**src/rtl/voice_allocator.sv**
```systemverilog
// voice_allocator: schedules note events onto PIPELINE_COUNT voices and steals the oldest when full.
// Optional feature macro VOICE_SUSTAIN_EN adds a sustain-pedal input that defers note-off releases.
module voice_allocator #(
   parameter int unsigned PIPELINE_COUNT = 4,
   parameter int unsigned NOTE_WIDTH     = 7,
   parameter int unsigned VEL_WIDTH      = 7
) (
   input  logic                                      clk,
   input  logic                                      rst_n,
`ifdef VOICE_SUSTAIN_EN
   input  logic                                      sustain,
`endif
   input  logic                                      note_valid,
   output logic                                      note_ready,
   input  logic                                      note_on,
   input  logic [NOTE_WIDTH-1:0]                     note_num,
   input  logic [VEL_WIDTH-1:0]                      note_vel,
   output logic [PIPELINE_COUNT-1:0]                 voice_active,
   output logic [PIPELINE_COUNT-1:0][NOTE_WIDTH-1:0] voice_note,
   output logic [PIPELINE_COUNT-1:0][VEL_WIDTH-1:0]  voice_vel,
   output logic [PIPELINE_COUNT-1:0]                 voice_trigger,
   output logic [PIPELINE_COUNT-1:0]                 voice_release,
   output logic                                      voice_stolen
);

   localparam int unsigned AW = $clog2(PIPELINE_COUNT);
   localparam int PcInt = int'(PIPELINE_COUNT);

   typedef enum logic {StIdle, StAlloc} state_e;

   state_e state_q, state_d;

   logic                                      ev_on_q, ev_on_d;
   logic [NOTE_WIDTH-1:0]                     ev_num_q, ev_num_d;
   logic [VEL_WIDTH-1:0]                      ev_vel_q, ev_vel_d;
   logic [PIPELINE_COUNT-1:0]                 active_q, active_d;
   logic [PIPELINE_COUNT-1:0][NOTE_WIDTH-1:0] note_q, note_d;
   logic [PIPELINE_COUNT-1:0][VEL_WIDTH-1:0]  vel_q, vel_d;
   logic [PIPELINE_COUNT-1:0][AW-1:0]         age_q, age_d;
   logic [PIPELINE_COUNT-1:0]                 trig_q, trig_d;
   logic [PIPELINE_COUNT-1:0]                 rel_q, rel_d;
   logic                                      stolen_q, stolen_d;

   logic [PIPELINE_COUNT-1:0] hit;
   logic                      hit_any, free_any, steal, is_on, used;
   logic [AW-1:0]             hit_idx, free_idx, old_idx, sel, gap, limit;

`ifdef VOICE_SUSTAIN_EN
   logic                      sus_q, sus_prev_q;
   logic [PIPELINE_COUNT-1:0] sust_q, sust_d, pedal_rel;
`endif

   // FSM: state register
   always_ff @(posedge clk or negedge rst_n) begin
      if (!rst_n) state_q <= StIdle;
      else        state_q <= state_d;
   end

   // FSM: next state
   always_comb begin
      state_d = state_q;
      unique case (state_q)
         StIdle:  if (note_valid && note_ready) state_d = StAlloc;
         StAlloc: state_d = StIdle;
         default: state_d = StIdle;
      endcase
   end

   // FSM: outputs
   always_comb begin
      note_ready = (state_q == StIdle);
   end

   // Voice selection for the latched event
   always_comb begin
      is_on    = ev_on_q && (ev_vel_q != '0);
      hit      = '0;
      hit_any  = 1'b0;
      hit_idx  = '0;
      free_any = 1'b0;
      free_idx = '0;
      old_idx  = '0;
      gap      = '0;
      used     = 1'b0;
      for (int i = PcInt - 1; i >= 0; i--) begin
         hit[i] = active_q[i] && (note_q[i] == ev_num_q);
         if (hit[i]) begin
            hit_any = 1'b1;
            hit_idx = AW'(i);
         end
         if (!active_q[i]) begin
            free_any = 1'b1;
            free_idx = AW'(i);
         end
      end
      for (int i = 1; i < PcInt; i++) begin
         if (age_q[i] > age_q[old_idx]) old_idx = AW'(i);
      end
      // Lowest age value not held by any active voice
      for (int g = PcInt - 1; g >= 0; g--) begin
         used = 1'b0;
         for (int j = 0; j < PcInt; j++) begin
            if (active_q[j] && (age_q[j] == AW'(g))) used = 1'b1;
         end
         if (!used) gap = AW'(g);
      end
      steal = !hit_any && !free_any;
      sel   = hit_any ? hit_idx : (free_any ? free_idx : old_idx);
      // A fresh voice bumps only ages below the lowest unused one: same ordering as bumping
      // every active voice, but released voices leave gaps that would otherwise overflow.
      limit = active_q[sel] ? age_q[sel] : gap;
   end

   // Event latch and voice state next-state
   always_comb begin
      ev_on_d  = ev_on_q;
      ev_num_d = ev_num_q;
      ev_vel_d = ev_vel_q;
      active_d = active_q;
      note_d   = note_q;
      vel_d    = vel_q;
      age_d    = age_q;
      trig_d   = '0;
      rel_d    = '0;
      stolen_d = 1'b0;
`ifdef VOICE_SUSTAIN_EN
      sust_d    = sust_q;
      pedal_rel = '0;
`endif
      if (note_valid && note_ready) begin
         ev_on_d  = note_on;
         ev_num_d = note_num;
         ev_vel_d = note_vel;
      end
      if (state_q == StAlloc) begin
         if (is_on) begin
            for (int j = 0; j < PcInt; j++) begin
               if ((AW'(j) != sel) && active_q[j] && (age_q[j] < limit)) begin
                  age_d[j] = age_q[j] + AW'(1);
               end
            end
            age_d[sel]    = '0;
            active_d[sel] = 1'b1;
            note_d[sel]   = ev_num_q;
            vel_d[sel]    = ev_vel_q;
            trig_d[sel]   = 1'b1;
            stolen_d      = steal;
`ifdef VOICE_SUSTAIN_EN
            sust_d[sel]   = 1'b0;
`endif
         end else begin
`ifdef VOICE_SUSTAIN_EN
            if (sus_q) begin
               sust_d = sust_q | hit;
            end else begin
               rel_d    = hit;
               active_d = active_q & ~hit;
               sust_d   = sust_q & ~hit;
            end
`else
            rel_d    = hit;
            active_d = active_q & ~hit;
`endif
         end
      end
`ifdef VOICE_SUSTAIN_EN
      // Pedal lift releases held voices, sparing one just retriggered in the same edge
      if (sus_prev_q && !sus_q) begin
         pedal_rel = sust_q & active_q & ~trig_d;
         rel_d     = rel_d | pedal_rel;
         active_d  = active_d & ~pedal_rel;
         sust_d    = sust_d & ~pedal_rel;
      end
`endif
   end

   always_ff @(posedge clk or negedge rst_n) begin
      if (!rst_n) begin
         ev_on_q  <= 1'b0;
         ev_num_q <= '0;
         ev_vel_q <= '0;
         active_q <= '0;
         note_q   <= '0;
         vel_q    <= '0;
         age_q    <= '0;
         trig_q   <= '0;
         rel_q    <= '0;
         stolen_q <= 1'b0;
      end else begin
         ev_on_q  <= ev_on_d;
         ev_num_q <= ev_num_d;
         ev_vel_q <= ev_vel_d;
         active_q <= active_d;
         note_q   <= note_d;
         vel_q    <= vel_d;
         age_q    <= age_d;
         trig_q   <= trig_d;
         rel_q    <= rel_d;
         stolen_q <= stolen_d;
      end
   end

`ifdef VOICE_SUSTAIN_EN
   always_ff @(posedge clk or negedge rst_n) begin
      if (!rst_n) begin
         sus_q      <= 1'b0;
         sus_prev_q <= 1'b0;
         sust_q     <= '0;
      end else begin
         sus_q      <= sustain;
         sus_prev_q <= sus_q;
         sust_q     <= sust_d;
      end
   end
`endif

   assign voice_active  = active_q;
   assign voice_note    = note_q;
   assign voice_vel     = vel_q;
   assign voice_trigger = trig_q;
   assign voice_release = rel_q;
   assign voice_stolen  = stolen_q;

endmodule
```
**config.mk**
```make
export PLATFORM = sky130hd
export DESIGN_NAME = voice_allocator
export DESIGN_NICKNAME = d
export VERILOG_FILES = /design/src/rtl/voice_allocator.sv
export SDC_FILE = /design/constraint.sdc
export NUM_CORES = 1
export LEC_CHECK = 0
export CORE_ASPECT_RATIO = 1.25
export CORE_MARGIN = 8
export CORE_UTILIZATION = 40
export CTS_CLUSTER_SIZE = 10
export DETAILED_ROUTE_END_ITERATION = 16
export GPL_TIMING_DRIVEN = 0
export PLACE_DENSITY = 0.73
export SYNTH_ARGS = -nofsm -noshare
export SYNTH_HDL_FRONTEND = slang
export SYNTH_SLANG_ARGS = --single-unit
export TNS_END_PERCENT = 20
```
**constraint.sdc**
```tcl
create_clock -name clk -period 4.9 [get_ports clk]
set_input_delay 0.735 -clock clk [delete_from_list [all_inputs] [get_ports clk]]
set_output_delay 0.735 -clock clk [all_outputs]
set_load 0.1 [all_outputs]
```
# == Yosys cells after proc, flatten, opt, wreduce, memory -nomap -nowiden ==
# Cells that the tools add are included.
# word_totals
ff_bits,93
mem_bits_ro,0
mem_count,0
out_inout_bits,70
latchBits,0
ramBits,0
word_cells,180
# classes
n_div,0
n_mux,79
add_sub_neg,4
order_cmp,11
n_bitwise,6
n_mul,0
reduce_logical,41
n_shift,0
eq_ne,19
# ops
operator,count
$mux W2,33
$bwmux W28,2
$logic_and A1 B1 Y1,32
$mux W1,30
$eq A7 B7 Y1,4
$mux W4,5
$eq A2 B2 Y1 const B,8
$demux W7 S2,1
$bmux W2 S2,3
$lt A2 B3 Y1 const B,3
$add A2 B1 Y2 const B,4
$and A8 B8 Y8,1
$eq A2 B1 Y1 const B,4
$logic_not A2 Y1,4
$lt A2 B2 Y1,4
$not A8 Y8,1
$mux W7,1
$reduce_bool A7 Y1,1
$gt A2 B2 Y1,3
$and A4 B4 Y4,1
$demux W2 S2,1
$ne A2 B2 Y1 const A,2
$not A4 Y4,1
$or A4 B4 Y4,1
9 further kinds,10

# == Longest topological paths before layout ==
# Gate-level depths: netlist (run 1).
# depth
depth_word,21
mapped_depth,28
depth_no_buf,27

# == Worst setup path before layout (run 1) ==
# Ideal clock, no wire load.
# synth_path
path_type,flip-flop to flip-flop
startpoint,register age_q[3] in the netlist's numbering
endpoint,register age_q[5] in the netlist's numbering
setup_slack_ns,-0.028
period_less_slack_ns,4.928
arrival_time_ns,4.804
path_stages_with_launch,26
setup_ns,0.124
t_required_ns,4.776
cell_sequence,dfrtp_1 inv_1 ha_1 nor2_1 o21ai_0 o21ai_0 ha_1 nand2_1 o21a_1 nor2_1 a21oi_1 ha_1 and3_1 a21oi_1 o21ai_0 a32oi_1 or2_2 clkbuf_1 o22ai_1 a2111oi_0 a21oi_1 ha_1 nand2b_1 or4_4 a31oi_1 o21bai_1
# synth_via
elab_chain_len,21
# synth_rtl
element,line,rtl
start: declaration,39,"logic [PIPELINE_COUNT-1:0][AW-1:0] age_q, age_d;"
start signal: assignment,196,age_q <= age_d;
$gt A2 B2 Y1,97,if (age_q[i] > age_q[old_idx]) old_idx = AW'(i);
$mux W1,97,
$bmux W2 S2,97,
$mux W2 (not written as such),97,
$gt A2 B2 Y1,97,
$mux W2,97,
$bmux W2 S2,97,
$mux W2 (not written as such),97,
[5 not listed],-,
$mux W2 (not written as such) / $mux W1 (equally long branches),111,limit = active_q[sel] ? age_q[sel] : gap;
$mux W2,111,
$lt A2 B2 Y1,138,if ((AW'(j) != sel) && active_q[j] && (age_q[j] < limit)) begin
$logic_and A1 B1 Y1,138,
$mux W2,138,
$mux W2,136,if (is_on) begin
$mux W2,135,if (state_q == StAlloc) begin
$and A8 B8 Y8 (no source line) *,-,
# Every way passes the cells marked *; elsewhere a longest branch is shown, timed or not. The select of a mux whose other input is x is not followed.
# A chain may end at the register's enable or synchronous reset.

# == Final worst setup path (run 1) ==
# layout_path
startpoint,register age_q[3] in the netlist's numbering
endpoint,register age_q[6] in the netlist's numbering
# The elaborated chain is that of the path after synthesis.

==> results of run 1 <==
==> logic make-up (layout without fill, tap and decap cells) <==
| logic type | count (synthesis) | count (layout) | share of synthesized area [%] |
|---|---|---|---|
| xor gates and xnor gates | 30 | 30 | 5.385 |
| and+or+nand+nor | 86 | 86 | 9.231 |
| buffers and inverters | 36 | 164 | 3.666 |
| muxes | 72 | 72 | 16.62 |
| adders and majority gates | 27 | 27 | 6.923 |
| AOI/OAI and AO/OA | 66 | 66 | 10.49 |
| DFF | 93 | 93 | 47.69 |
==> metrics by stage <==
step	worst slack, ns	hold slack [ns]	setup TNS, ns	cell area, sq um	util (%)
floorplan	0.04116	0.4394	0	4880	-
global placement	-0.8252	0.4901	-25.18	5956	49.43
detailed placement	-0.8063	0.4969	-6.892	5981	49.64
CTS	0.03125	0.3100	0	6426	53.33
global route	-0.1459	0.3122	-0.3245	6678	55.42
finish	0.06550	0.3029	0	6678	55.42
==> timing repair <==
action,4_1_cts,5_1_grt
cloned,0,0
buffers inserted,15,12
pin swaps,5,23
gates resized for setup,15,37
setup endpoints to repair,33,22
==> worst min path at each step <==
stage / start / end / slack (ns) / cells past startpoint
2_1_floorplan: rst_n / age_q[0] / 0.44 / 0
3_3_place_gp: voice_vel[13] / voice_vel[13] / 0.49 / 1
3_5_place_dp: voice_vel[13] / voice_vel[13] / 0.50 / 1
4_1_cts: rst_n / ev_num_q[1] / 0.31 / 1
5_1_grt: rst_n / ev_num_q[1] / 0.31 / 1
6_report: rst_n / ev_num_q[3] / 0.30 / 1
==> layout make-up <==
class	count	area, sq um
Buffer	21	122.6
Clock buffer	10	239.0
Clock inverter	6	61.31
Fill cell	1016	5371
Inverter	13	56.30
Multi-Input combinational cell	281	2566
Sequential cell	93	2332
Tap cell	164	205.2
Timing Repair Buffer	114	1095
==> worst max-delay path, stage by stage (launching register included) <==
cell	delay [ns]
dfrtp_2	0.42
buf_4	0.14
ha_1	0.22
o21ai_4	0.21
nand2_1	0.10
o21ai_2	0.09
ha_1	0.27
nand2_2	0.08
o21a_1	0.20
nor2_2	0.06
a21oi_2	0.12
ha_1	0.24
and3_4	0.16
a21oi_4	0.17
buf_4	0.14
o41ai_2	0.07
a41oi_4	0.26
o22ai_1	0.12
a2111oi_2	0.35
a21oi_2	0.11
ha_1	0.21
nand2b_4	0.15
o41ai_2	0.37
o21ai_1	0.16
mux2_2	0.30
==> state kept, by name, indices dropped and copies added (netlist names) <==
register,flops
ev_vel_q,7
age_q,8
voice_release,4
voice_note,28
ev_num_q,7
voice_trigger,4
state_q,1
voice_vel,28
voice_stolen,1
voice_active,4
ev_on_q,1
==> metal layers <==
| layer | part of all wire (%) | track usage (%) | vias to the layer above | wire length (microns) |
|---|---|---|---|---|
| met1 | 40 | 18.85 | 1857 | 5064 |
| met4 | 2.2 | 6.449 | 0 | 275 |
| li1 | - | - | 1731 | - |
| met3 | 5.7 | 4.286 | 24 | 727 |
| met5 | 0 | 0 | - | 0 |
| met2 | 52 | 27.77 | 116 | 6706 |
==> placed cells by master (no fill, tap or decap), types with 3 or more instances in the layout <==
cell	count
nand2b_4	3
or4_1	3
ha_1	25
nand4_1	11
nor2b_1	3
mux2_2	72
buf_2	5
clkbuf_16	9
buf_6	5
inv_1	10
clkbuf_1	9
o21ai_2	3
dfrtp_2	4
clkinv_2	3
nor3_1	3
nand2_1	15
xor2_1	4
a2bb2oi_1	3
a31oi_1	5
o41ai_2	3
xnor2_1	26
a21oi_1	4
clkdlybuf4s50_1	86
nand3_1	4
nor2_1	22
a22o_1	3
a22oi_1	6
inv_4	3
o22ai_1	3
buf_4	28
dfrtp_1	89
a211oi_1	3
==> impl_metrics.env, run 1 <==
export IMPL_status="finished, final reports clean"
export IMPL_yosysMostFrequentCell="dfrtp_1"
export IMPL_synth_top_area_share_pct=47.69
export IMPL_final_net_count=578
export IMPL_num_antenna_cells=0
export IMPL_cts_sinks=93
export IMPL_yosys_top_cells_area="dfrtp_1 48%, mux2_2 17%, ha_1 6.9%, xnor2_1 4.7%, nor2_1 1.9%"
export IMPL_fp_dieH_microns=139.5
export IMPL_endpoint="age_q[6]"
export IMPL_startpoint="age_q[3]"
export IMPL_syn_inst=410
export IMPL_dr_pass1_iters=4
export IMPL_gr_total_overflow=0
export IMPL_drc_errors=0
export IMPL_avgRoutedWirePerCell_microns=18.20
export IMPL_yosysSeqAreaShare_pct=47.69
export IMPL_drv_slew=0
export IMPL_tightestPinTransition_ns=1.111
export IMPL_hold_viol_final=0
export IMPL_die_area_sq_um=16010
export IMPL_io_pins=88
export IMPL_vias_per_cell=5.311
export IMPL_ys_flop_type="dfrtp_1"
export IMPL_ys_async_sr_fraction_pct=100.0
export IMPL_post_route_min_period_ns=4.835
export IMPL_grt_pass1_wl_microns=20680
export IMPL_num_rows=45
export IMPL_htreeDepth=3
export IMPL_ys_types=53
export IMPL_dp_cells=662
export IMPL_core_area_sq_um=12050
export IMPL_yosys_register_bits=93
export IMPL_start_util_pct=40.50
export IMPL_numPortBuffers=87
export IMPL_antenna_found_initial=0
export IMPL_ff2ff_setup_slack_ns=0.07
export IMPL_drt_initial_drc_count=146
export IMPL_worstPathMaxFanout=5
export IMPL_cts_root_buf="clkbuf_16"
export IMPL_slew_headroom_pct=24.93
export IMPL_finalCritPeriodShare_pct=98.66
export IMPL_path_clk_slew_ns=0.07
export IMPL_syn_area_sq_um=4880
export IMPL_r2r_end="age_q[6]"
export IMPL_reg2reg_depth=24
export IMPL_critPathArrivalTime_ns=5.06
export IMPL_vias=3728
export IMPL_numCtsBuffers=9
export IMPL_place_congestion=0.8599
export IMPL_yosysTopAreaCell="dfrtp_1"
export IMPL_cp_end_kind="flop"
export IMPL_clock_latency_ns=0.34
export IMPL_cts_buffer_depth=2
export IMPL_synth_edf_count=0
export IMPL_areaGrowthSynthToFinish_pct=36.85
export IMPL_synth_warnings=0
export IMPL_worstSetupPathType="reg -> reg"
export IMPL_grt_use_total_pct=16.27
export IMPL_drive_above_1_share_pct=31.60
export IMPL_worst_hold_path_type="in -> async"
export IMPL_stdcell_count=702
export IMPL_crit_path_start_kind="flop"
export IMPL_dpl_hpwl_microns=9114
export IMPL_r2r_start="age_q[3]"
export IMPL_fin_skew_ns=0.006235
export IMPL_max_freq_mhz=206.8
export IMPL_wirelength_microns=12770
export IMPL_syn_avg_cell_area_sq_um=11.90
export IMPL_grt_max_degree=70
export IMPL_cts_tree="built"
export IMPL_syn_nets=455
export IMPL_setup_viol=0
export IMPL_drtAntennaViolNets=0
export IMPL_cap_violations=0
export IMPL_die_w_microns=114.8
export IMPL_yosys_top_cells_count="93 x dfrtp_1, 72 x mux2_2, 27 x ha_1, 26 x xnor2_1, 25 x nor2_1"
export IMPL_critPathRequiredTime_ns=5.13
export IMPL_hold_buffers=0
export IMPL_grt_pass1_vias=3941
Power of run 1 is left out: the tool's default activity adds up to more than one toggle a clock period on the data nets, which glitch-free logic cannot reach.
==> inputs of run 2 (changes only) <==
- CAP_MARGIN: not set -> 25
- CORE_UTILIZATION: 40 -> 30
- CTS_CLUSTER_SIZE: 10 -> 28
- PLACE_DENSITY: 0.73 -> 0.59
==> run 2 against run 1 <==
  * First-iteration DRC count down 4.1%
  * Wire length up 5.1%
  * Hold slack worse by 0.015 ns
  * Die area up 29%
  * Via count up 1.4%
  * Final cell count up 8.8%
  * Critical path depth up 2
  * Flip-flop and latch count unchanged
  * Clock skew about the same
==> impl_metrics.env, run 2 (synthesized netlist as in run 1, its figures left out) <==
export IMPL_status="finished, final reports clean"
export IMPL_cp_end_kind="flop"
export IMPL_wl_met3_microns=1051
export IMPL_fin_area_sq_um=6900
export IMPL_clock_latency_ns=0.34
export IMPL_gr_total_overflow=0
export IMPL_numPortBuffers=87
export IMPL_drt_initial_drc_count=140
export IMPL_path_clk_slew_ns=0.07
export IMPL_setup_ws_ns=0.1713
export IMPL_antenna_found_initial=0
export IMPL_grt_max_degree=72
export IMPL_hold_viol_final=0
export IMPL_start_util_pct=30.36
export IMPL_finalCritPeriodShare_pct=96.50
export IMPL_grt_pass1_wl_microns=20870
export IMPL_tightestPinTransition_ns=1.019
export IMPL_dpl_hpwl_microns=9539
export IMPL_pre_cts_slack_ns=-0.8153
export IMPL_fin_skew_ns=0.006086
export IMPL_fp_dieH_microns=158.6
export IMPL_cts_root_buf="clkbuf_16"
export IMPL_cts_buffer_depth=2
export IMPL_die_w_microns=130.1
export IMPL_fillers=1518
export IMPL_avgRoutedWirePerCell_microns=17.58
export IMPL_cts_tree="built"
export IMPL_areaGrowthSynthToFinish_pct=41.41
export IMPL_grt_pass1_vias=3884
export IMPL_slew_headroom_pct=31.83
export IMPL_core_area_sq_um=16070
export IMPL_place_congestion=0.8421
export IMPL_htreeDepth=3
export IMPL_drv_slew=0
export IMPL_num_rows=52
export IMPL_mostFrequentLayoutCell="dfrtp_1"
export IMPL_post_route_min_period_ns=4.729
export IMPL_dp_cells=714
export IMPL_numCtsBuffers=9
export IMPL_top_layer="met4"
export IMPL_vias=3781
export IMPL_wl_met1_microns=5346
export IMPL_crit_path_start_kind="flop"
export IMPL_place_area_sq_um=6046
export IMPL_setup_viol=0
export IMPL_die_area_sq_um=20630
export IMPL_hold_buffers=0
export IMPL_vias_per_cell=4.949
export IMPL_drive_above_1_share_pct=33.58
export IMPL_worst_hold_path_type="in -> async"
export IMPL_final_net_count=588
export IMPL_stdcell_count=764
export IMPL_worstPathMaxFanout=5
export IMPL_critPathArrivalTime_ns=4.95
export IMPL_grt_use_total_pct=13.00
export IMPL_num_antenna_cells=0
export IMPL_layout_common_cells="89 x dfrtp_1, 86 x clkdlybuf4s50_1, 72 x mux2_2, 38 x buf_4, 26 x xnor2_1"
export IMPL_dr_pass1_iters=4
export IMPL_max_freq_mhz=211.5
export IMPL_drc_errors=0
export IMPL_cts_sinks=93
export IMPL_wirelength_microns=13430
export IMPL_io_pins=88
export IMPL_drtAntennaViolNets=0
export IMPL_critPathRequiredTime_ns=5.12
export IMPL_cap_violations=0
export IMPL_met2WireLength_microns=6743
export IMPL_worstSetupPathType="reg -> reg"
[run 2: cell count changes in the layout (fill, tap and decap cells not counted), sizes merged]
cell	change
bufinv	+1
clkinv	-1
buf	+10
[run 2: worst max-delay path, stage by stage, from the launching register on]
cell	delay (ns)
dfrtp_2	0.40
inv_4	0.06
ha_4	0.28
nor2_4	0.04
o21ai_4	0.20
nand2_2	0.09
o21ai_4	0.08
ha_4	0.22
nand2_2	0.07
o21a_1	0.15
nor2_1	0.05
a21oi_1	0.12
ha_1	0.25
and3_4	0.17
a21oi_4	0.16
buf_6	0.13
o41ai_4	0.06
a41oi_4	0.30
o22ai_2	0.14
a2111oi_4	0.30
a21oi_2	0.09
buf_4	0.16
ha_1	0.17
nand2b_4	0.15
or4_4	0.50
a31oi_1	0.15
o21bai_1	0.09
[run 2: routing by layer]
layer	vias up	track usage, %
li1	1755	-
met4	0	4.823
met3	21	4.122
met1	1880	15.21
met2	125	21.73
met5	-	0
[run 2: final timing paths]
path | end | slack [ns] | start | cells after the start
min | ev_num_q[2] | 0.29 | rst_n | 1
min reg2reg | voice_vel[17] | 0.51 | voice_vel[17] | 1
max | age_q[5] | 0.17 | age_q[3] | 26
max reg2reg | age_q[5] | 0.17 | age_q[3] | 26
min in group clk | voice_vel[17] | 0.51 | voice_vel[17] | 1
max in group asynchronous | age_q[2] | 3.93 | rst_n | 2
[run 2: cell type report]
class	count	area, sq um	share of cell area [%]
buffer	21	122.6	1.777
tap	216	270.3	3.917
multi-input combinational	281	2634	38.17
timing repair buffer	124	1170	16.95
clock buffer	10	229.0	3.318
clock inverter	6	86.33	1.251
sequential	93	2332	33.80
inverter	13	56.30	0.8160
[run 2: repair_timing]
| item | 4_1_cts | 5_1_grt |
|---|---|---|
| endpoints found under the setup margin | 45 | 33 |
| pin swaps | 6 | 18 |
| setup buffers | 21 | 15 |
| resized for setup | 17 | 45 |
[run 2: stage by stage]
stage	util (%)	hold slack [ns]	TNS, ns
global placement	37.46	0.4910	-44.21
finish	42.94	0.2875	0
CTS	40.79	0.2897	0
detailed placement	37.62	0.4947	-11.46
floorplan	-	0.4394	0
global route	42.94	0.3043	-0.07991
Power of run 2 is left out for the same reason.
==> inputs of run 3 (changes only) <==
- CAP_MARGIN: 25 -> 20
- CORE_MARGIN: 8 -> 2
==> run 3 against run 2 <==
  * Sequential share of layout area increased by 0.56 points
  * Register-to-register slack improved by 0.06 ns
  * Maximum frequency increased by 1.3%
  * Die area decreased by 16%
  * Non-clock buffer count decreased by 8
  * First-iteration DRC count increased by 3.6%
  * Critical path type unchanged
  * Core utilization decreased by 0.70 points
==> impl_metrics.env, run 3 (synthesized netlist as in run 1, its figures left out) <==
export IMPL_status="finished, final reports clean"
export IMPL_path_common_cell="buf_4"
export IMPL_start_util_pct=30.36
export IMPL_numCtsBuffers=9
export IMPL_place_area_sq_um=6046
export IMPL_fin_area_sq_um=6788
export IMPL_worst_hold_path_type="in -> async"
export IMPL_cts_buffer_depth=2
export IMPL_post_route_min_period_ns=4.669
export IMPL_grt_pass1_vias=3863
export IMPL_layout_common_cells="89 x dfrtp_1, 86 x clkdlybuf4s50_1, 72 x mux2_2, 29 x buf_4, 26 x xnor2_1"
export IMPL_final_net_count=580
export IMPL_num_rows=52
export IMPL_vias_per_cell=4.877
export IMPL_io_pins=88
export IMPL_antenna_found_initial=0
export IMPL_grt_pass1_wl_microns=20200
export IMPL_drt_initial_drc_count=145
export IMPL_critPathArrivalTime_ns=4.92
export IMPL_slew_headroom_pct=32.25
export IMPL_worstPathMaxFanout=5
export IMPL_drv_slew=0
export IMPL_avgRoutedWirePerCell_microns=16.97
export IMPL_dr_pass1_iters=4
export IMPL_cts_sinks=93
export IMPL_core_area_sq_um=16070
export IMPL_cap_violations=0
export IMPL_grt_use_total_pct=14.64
export IMPL_gr_total_overflow=0
export IMPL_areaGrowthSynthToFinish_pct=39.10
export IMPL_tightestPinTransition_ns=1.013
export IMPL_crit_path_start_kind="flop"
export IMPL_clock_latency_ns=0.34
export IMPL_cts_tree="built"
export IMPL_cpPeakStageDelay_ns=0.44
export IMPL_hold_viol_final=0
export IMPL_final_core_util_pct=42.24
export IMPL_cp_end_kind="flop"
export IMPL_critPathRequiredTime_ns=5.15
export IMPL_htreeDepth=3
export IMPL_drive_above_1_share_pct=32.41
export IMPL_cts_root_buf="clkbuf_16"
export IMPL_critPathSlowestCell="dfrtp_2"
export IMPL_dpl_hpwl_microns=9202
export IMPL_finalCritPeriodShare_pct=95.29
export IMPL_path_clk_slew_ns=0.07
export IMPL_vias=3687
export IMPL_fp_dieH_microns=146.6
export IMPL_drtAntennaViolNets=0
export IMPL_rsz0062_at_grt="yes"
export IMPL_worstSetupPathType="reg -> reg"
export IMPL_setup_viol=0
export IMPL_hold_buffers=0
export IMPL_wirelength_microns=12830
export IMPL_mostFrequentLayoutCell="dfrtp_1"
export IMPL_place_congestion=0.8938
export IMPL_max_freq_mhz=214.2
export IMPL_drc_errors=0
export IMPL_num_antenna_cells=0
export IMPL_numPortBuffers=87
export IMPL_setup_tns_ns=0
export IMPL_die_area_sq_um=17310
export IMPL_fin_skew_ns=0.008064
export IMPL_grt_max_degree=69
export IMPL_stdcell_count=756
export IMPL_dp_cells=714
export IMPL_die_w_microns=118.1
[run 3: final cells by class]
cell class	count	area, sq um
Inverter	13	56.30
Clock inverter	6	72.57
Fill cell	1552	9283
Buffer	21	122.6
Timing Repair Buffer	116	1114
Tap cell	216	270.3
Clock buffer	10	229.0
Sequential cell	93	2332
Multi-Input combinational cell	281	2591
[run 3: repair_timing]
item / CTS / global route
gates resized for setup: 28 / 28
pin swaps: 5 / 21
setup buffers: 16 / 13
setup endpoints to repair: 45 / 16
[run 3: final timing paths]
| path | endpoint | startpoint | depth (start not counted) | slack [ns] |
|---|---|---|---|---|
| setup / recovery | age_q[1] | age_q[3] | 29 | 0.23 |
| hold / removal | ev_num_q[2] | rst_n | 1 | 0.30 |
| setup reg to reg | age_q[1] | age_q[3] | 29 | 0.23 |
| hold reg to reg | voice_vel[20] | voice_vel[20] | 1 | 0.51 |
| max in group asynchronous | age_q[1] | rst_n | 2 | 3.91 |
| min in group clk | voice_vel[20] | voice_vel[20] | 1 | 0.51 |
[run 3: through the flow]
stage / hold WS [ns] / setup slack (ns)
floorplan: 0.4394 / 0.04116
global placement: 0.4918 / -0.7713
detailed placement: 0.4963 / -0.9092
CTS: 0.3049 / 0.01574
global route: 0.3260 / -0.03316
finish: 0.3040 / 0.2308
[run 3: metal layers]
| layer | wire [microns] | vias up | part of all wire (%) | global-route usage, % |
|---|---|---|---|---|
| li1 | - | 1739 | - | - |
| met1 | 5471 | 1828 | 43 | 17.98 |
| met2 | 6526 | 105 | 51 | 25.40 |
| met3 | 605 | 15 | 4.7 | 3.477 |
| met4 | 227 | 0 | 1.8 | 4.398 |
| met5 | 0 | - | 0 | 0 |
[run 3: worst max-delay path, delay by kind of cell (launching register included)]
family                   cells  cell delay (ns)
AO/OA/AOI/OAI               11             1.81
buffers and inverters        9             0.94
adder cells (fa/ha/maj)      3             0.72
AND/OR/NAND/NOR              6             0.67
flip-flops                   1             0.44
Power of run 3 is left out for the same reason.
